### config.mk
export PLATFORM = sky130hd
export DESIGN_NAME = rr_arbiter_4
export DESIGN_NICKNAME = d
export VERILOG_FILES = /design/src/rtl/rr_arbiter_4.sv
export SDC_FILE = /design/constraint.sdc
export NUM_CORES = 1
export LEC_CHECK = 0
export CAP_MARGIN = 15
export CORE_MARGIN = 5
export CORE_UTILIZATION = 51
export CTS_CLUSTER_SIZE = 24
export DETAILED_ROUTE_END_ITERATION = 12
export MAX_ROUTING_LAYER = met4
export PLACE_DENSITY_LB_ADDON = 0.25
export SLEW_MARGIN = 15
export SYNTH_ARGS = -nofsm -noshare
export SYNTH_HDL_FRONTEND = slang
export SYNTH_SLANG_ARGS = --single-unit
### constraint.sdc
create_clock -name clk -period 2.1 [get_ports clk]
set_input_delay 0.315 -clock clk [delete_from_list [all_inputs] [get_ports clk]]
set_output_delay 0.315 -clock clk [all_outputs]
set_load 0.03 [all_outputs]
### src/rtl/rr_arbiter_4.sv
// Four-requester round-robin arbiter with a bounded hold time per grant.
// A holder keeps the resource until it drops its request or has held it for
// MAX_HOLD consecutive cycles. On release, the next holder is chosen by a circular
// scan that starts just after the previous holder.
module rr_arbiter_4 #(
   parameter int unsigned MAX_HOLD = 8,
   parameter int unsigned CW       = 4
) (
   input  logic       clk,
   input  logic       rst_n,
   input  logic [3:0] req_i,
   output logic [3:0] grant_o,
   output logic [1:0] grant_idx_o,
   output logic       grant_valid_o
);

   typedef enum logic [0:0] {StIdle, StGrant} state_e;

   state_e        state_q, state_d;
   logic [1:0]    grant_idx_q, grant_idx_d;
   logic [1:0]    last_idx_q, last_idx_d;
   logic [CW-1:0] hold_cnt_q, hold_cnt_d;

   // Circular scan from base+1 through base. The loop runs from the farthest offset
   // down to the nearest, so the nearest requester is written last and wins.
   // An offset of 4 wraps to base itself.
   function automatic logic [1:0] pick(input logic [3:0] r, input logic [1:0] base);
      logic [1:0] sel;
      logic [1:0] cand;
      sel = base;
      for (int k = 4; k >= 1; k--) begin
         cand = base + 2'(k);
         if (r[cand]) sel = cand;
      end
      return sel;
   endfunction

   // Next-state logic: start a grant, keep it, or release and re-arbitrate.
   always_comb begin
      state_d     = state_q;
      grant_idx_d = grant_idx_q;
      last_idx_d  = last_idx_q;
      hold_cnt_d  = hold_cnt_q;
      unique case (state_q)
         StIdle: begin
            if (req_i != 4'b0000) begin
               grant_idx_d = pick(req_i, last_idx_q);
               hold_cnt_d  = CW'(1);
               state_d     = StGrant;
            end
         end
         StGrant: begin
            if (req_i[grant_idx_q] && (hold_cnt_q < CW'(MAX_HOLD))) begin
               hold_cnt_d = hold_cnt_q + CW'(1);
            end else begin
               // Release: the current holder becomes the scan origin.
               last_idx_d = grant_idx_q;
               if (req_i != 4'b0000) begin
                  grant_idx_d = pick(req_i, grant_idx_q);
                  hold_cnt_d  = CW'(1);
               end else begin
                  hold_cnt_d = '0;
                  state_d    = StIdle;
               end
            end
         end
         default: state_d = StIdle;
      endcase
   end

   // State registers; last_idx resets to 3 so requester 0 is scanned first.
   always_ff @(posedge clk or negedge rst_n) begin
      if (!rst_n) begin
         state_q     <= StIdle;
         grant_idx_q <= 2'b00;
         last_idx_q  <= 2'b11;
         hold_cnt_q  <= '0;
      end else begin
         state_q     <= state_d;
         grant_idx_q <= grant_idx_d;
         last_idx_q  <= last_idx_d;
         hold_cnt_q  <= hold_cnt_d;
      end
   end

   // Outputs: 2-to-4 decode of the holder index, gated by the grant state.
   always_comb begin
      grant_valid_o = (state_q == StGrant);
      grant_idx_o   = grant_idx_q;
      grant_o       = 4'b0000;
      if (grant_valid_o) begin
         unique case (grant_idx_q)
            2'd0: grant_o = 4'b0001;
            2'd1: grant_o = 4'b0010;
            2'd2: grant_o = 4'b0100;
            2'd3: grant_o = 4'b1000;
            default: grant_o = 4'b0000;
         endcase
      end
   end

endmodule
# --- Word level (Yosys, flattened, before mapping) ---
# Index checks and enable logic that the tools add are counted.
op_classes:
  n_reduce_logical: 5
  addsub: 7
  eq_ne: 7
  n_mux: 33
  magnitude_cmp: 8
  bitwise_logic: 2
ops:
  columns: ["cell", "n"]
  rows:
  - ["less-than comparator 2 x 3 -> 1 bit (second input constant)", 7]
  - ["two-way mux 2 bit", 9]
  - ["case mux 4 bit (4 select lines)", 1]
  - ["binary-select mux 1 bit (select 2 bit)", 7]
  - ["two-way mux 4 bit", 3]
  - ["two-way mux 1 bit", 10]
  - ["adder 2 bit (second input constant)", 4]
  - ["case mux 4 bit (2 select lines)", 1]
  - ["adder 2 x 1 -> 2 bit (second input constant)", 2]
  - ["adder 4 x 1 -> 4 bit (second input constant)", 1]
  - ["== test 2 bit (second input constant)", 2]
  - ["less-than comparator 4 bit (second input constant)", 1]
  - ["inequality test 2 bit (second input constant)", 2]
  - ["inequality test 4 x 1 -> 1 bit (second input constant)", 1]
  - ["case mux 2 bit (2 select lines)", 1]
  - ["AND reduction 4 bit", 1]
  - ["nonzero test 4 bit", 1]
  - ["== test 2 x 1 -> 1 bit (second input constant)", 1]
  - ["zero test 2 bit", 1]
  - ["inequality test 2 x 1 -> 1 bit (second input constant)", 1]
  - ["inverter 1 bit", 2]
  - ["case mux 1 bit (2 select lines)", 1]
  - ["AND reduction 2 bit", 1]
  - ["logical AND 1 bit", 1]
word_totals:
  elab_cells: 66
  reg_bits: 9
  input_bits: 6
  out_inout_bits: 7

# --- Longest topological paths before layout ---
logic_depth:
  ltp_word: 9
  depth_mapped: 8
  mapped_depth_nobuf: 7

# --- Worst setup path after synthesis ---
# OpenSTA, ideal clock, no wires.
synth_timing:
  kind: "register to register"
  from: "reg grant_idx_q[0] (netlist: grant_idx_o[0])"
  to: "reg grant_idx_q[0] (netlist: grant_idx_o[0])"
  setup_time_ns: 0.132
  t_arrival_ns: 1.787
  slack_ns: 0.180
  stages_incl_launch_ff: 9
  path_buffers: 1
  t_required_ns: 1.968
  synth_period_minus_slack_ns: 1.920
  path_cell_list: "dfrtp_1 > buf_6 > inv_1 > ha_1 > mux4_1 > nor2b_1 > nand2_1 > a21oi_1 > a21oi_1"
synth_between:
  elab_chain_len: 8
  elab_cells_between_ends: 21
  classes_between: "add/sub (3); eq/ne (2); mux (14); reduce/logical (2)"
synth_rtl:
  columns: ["item", "line_no", "rtl"]
  rows:
  - ["from (decl)", "20", "logic [1:0] grant_idx_q, grant_idx_d;"]
  - ["from (signal assigned)", "80", "grant_idx_q <= grant_idx_d;"]
  - ["adder 2 bit", "32", "cand = base + 2'(k);"]
  - ["binary-select mux 1 bit (select 2 bit)", "33", "if (r[cand]) sel = cand;"]
  - ["two-way mux 1 bit (not written as such)", "33", null]
  - ["two-way mux 2 bit (2 in series)", "33", null]
  - ["two-way mux 2 bit", "58", "if (req_i != 4'b0000) begin"]
  - ["two-way mux 2 bit", "53", "if (req_i[grant_idx_q] && (hold_cnt_q < CW'(MAX_HOLD))) begin"]
  - ["case mux 2 bit (2 select lines)", "44", "unique case (state_q)"]
# Several ways; a longest one is shown, not always the timed one. The select of a mux whose other input is x is not followed.
# A chain may end at the register's enable or synchronous reset.

# --- Final worst setup path ---
layout_timing:
  from: "reg state_q (netlist: grant_valid_o)"
  to: "out grant_valid_o"
layout_rtl:
  columns: ["item", "line_no", "rtl"]
  rows:
  - ["from (decl)", "19", "state_e state_q, state_d;"]
  - ["from (signal assigned)", "74", "state_q <= StIdle;"]
  - ["from (signal assigned)", "79", "state_q <= state_d;"]
  - ["to (decl)", "14", "output logic grant_valid_o"]
# No word-level cell between the ends.

==> results.md <==
- H-tree levels: 1
- P&R area growth vs syn: 19.55%
- Diode count: 0
- Layout cell share with drive strength beyond 1: 0.1753
- # IOs: 13
- Synth Instances: 82
- Final core utilization: 0.6319
- Gpl congestion: 0.8018
- Total Routing Usage GR: 0.1484
- Crit share post-route: 0.8898
- Initial Util: 0.5286
- Setup TNS: 0 ns
- Placement Setup Slack: 0.1058 ns
- Crit path max-delay family: buffers and inverters
- WHS: 0.3449 ns
- Post-Route WL: 1629 um
- CP bufs+invs: 1
- Reg-to-Reg End: grant_idx_o[0]
- Seq/Total Area, Yosys: 0.2893
- CP Launch Type: flip-flop
- CTS tree: built
- DR iter-0 viols: 7
- Worst rel slew slack: 0.7274
- Critical Path Source: grant_valid_o
- Netlist cell types: 34
- Leakage power: 0.4456 nW
- Peak supply drop: 0.5901 mV
- Postcts setup bufs: 0
- Number of buffers added on ports: 12
- Footprint of the multi-input gates: 495.5 um2
- Clk_lat worst skew: 0.26 ns
- DR vias: 687
- Die area: 2429 um2
- EDFF count, synth: 0
- Mapped Nets: 93
- Final setup vio count: 0
- FF+latch area: 227.7 um2
- HPWL Detailed: 1238 um
- Most common cell after layout, fill and taps aside: clkdlybuf4s50_1
- Critical Path End: grant_valid_o
- Placement Rows: 14
- Most frequent cells in the layout: clkdlybuf4s50_1 (8), o21ai_0 (7), dfrtp_1 (7), nand2_1 (6), a21oi_1 (6)
- Fin area: 940.9 um2
- Worst path max stage delay: 0.74 ns
- Final hold violation count: 0
- WP depth: 1
- DR vias/cell: 6.080
- Most used DFF post-synth: dfrtp_1
- Max Slew Vio Count: 0
- Setup CP Type: flip-flop to output pin
- Number of global-route vias before repair: 612
- Clock root buffer: clkbuf_4
- Post-CTS Hold Fix Bufs: 0
- Cell area after placement: 908.4 um2
- Hold WC Path Type: input pin to async pin
- Yosys warning total: 0
- Crit-path cells: clkdlybuf4s50_1
- Actual slew at the worst max-slew pin: 0.4076 ns
- FF-to-FF setup slack: 0.41 ns
- Final clock skew: 0.002304 ns
- Core footprint: 1489 um2
- Status: complete, no violations
- Crit path DAT: 1.55 ns
- CTS max path bufs: 2
- Die Y: 49.28 um
- Final Critical Period: 1.869 ns
- Residual DRC: 0
- Fillers: 128
- CP required: 1.78 ns
- ANT nets after route: 0
- First-pass GRT wire length: 2711 um
- Synth async-reset ratio: 1.000
- First-pass detailed-route iteration total: 4
- RSZ-0062 raised after global routing: no
- Critical path peak fanout: 12
- Final net count: 109
- Reg2reg start: grant_idx_o[0]
- Final WS setup: 0.2314 ns
- Avg Inst Size Synth: 9.598 um2
- FMAX: 535.2 MHz
- PwrDens: 1398 nW/um2
- Clock-pin slew on the worst setup and hold paths: 0.06 ns
- Crit end category: output pin
- DR WL/cell: 14.42 um
- Initial antenna violation count: 0
- Die width: 49.28 um
- Clk sinks: 9
- R2R depth: 6
- Synthesized flop and latch total: 9
- Slowest library cell on the worst path: clkdlybuf4s50_1
- Max-cap violations: 0
- Pin count of the biggest net entering global routing: 13
- Total grt overflow: 0
- Synth Cell Area: 787.0 um2
- CTS Buf Count: 3
-- cells by family after synthesis --
group	Yosys count	synth area share
muxes	7	0.1304
DFF	9	0.2894
adders and majority gates	5	0.07949
and+or+nand+nor	28	0.2099
AOI/OAI and AO/OA	24	0.2099
buffers and inverters	9	0.08107
-- through the flow --
step / power, W / instances
5_1_grt: 0.001434 / 113
6_report: 0.001315 / 113
4_1_cts: 0.001333 / 113
2_1_floorplan: 0.0009658 / 82
3_3_place_gp: 0.001176 / 109
3_5_place_dp: 0.001198 / 109
-- how the worst min path moves through the flow --
| stage | depth (start not counted) | endpoint | slack (ns) |
|---|---|---|---|
| final | 1 | hold_cnt_q[2] | 0.34 |
| after global routing | 1 | hold_cnt_q[0] | 0.37 |
| after CTS | 1 | hold_cnt_q[0] | 0.36 |
| after detailed placement | 1 | hold_cnt_q[2] | 0.50 |
| after global placement | 1 | hold_cnt_q[2] | 0.48 |
| after floorplan | 0 | grant_idx_o[0] | 0.02 |
-- cell usage after synthesis, types with 2 or more instances --
library cell  number  share of area
a21oi_1            6          0.038
a22o_1             3          0.033
and2_1             4          0.032
buf_6              4          0.057
dfrtp_1            7           0.22
dfstp_2            2          0.067
ha_1               5          0.079
inv_1              4          0.019
mux2_2             3          0.043
mux2i_1            2          0.025
nand2_1            6          0.029
nand2b_1           3          0.024
nor2_1             4          0.019
nor2b_1            2          0.016
nor3_1             2          0.013
o21ai_0            7          0.045
-- cell type report --
cell class | instances | area share
sequential | 9 | 0.2420
multi-input combinational | 64 | 0.5266
clock buffer | 4 | 0.02793
inverter | 4 | 0.01596
timing repair buffer | 16 | 0.1662
tap | 16 | 0.02128
-- per-layer routing --
metal | part of all wire | vias up | global-route usage | routed length [um]
met1 | 0.44 | 332 | 0.1835 | 719
met5 | 0 | - | - | 0
met4 | 0.022 | 0 | 0.06726 | 36
met3 | 0.047 | 7 | 0.04587 | 77
met2 | 0.49 | 18 | 0.2189 | 796
li1 | - | 330 | - | -
-- report_power, final --
group	leakage (nW)	internal, W	switching (W)
sequential	0.104	0.000258	0.0000653
clock	0.0150	0.0000733	0.0000623
combinational	0.327	0.000411	0.000445
-- registers in the layout, summed over array words and instances, names as in the netlist --
| name | flops |
|---|---|
| hold_cnt_q | 4 |
| grant_idx_o | 2 |
| last_idx_q | 2 |
| grant_valid_o | 1 |
-- repair_timing --
action / in CTS / in global routing
resized for setup: 1 / 3
gates cloned: 0 / 0
endpoints found under the setup margin: 1 / 3
No activity file was read; power rests on OpenSTA's default activity.
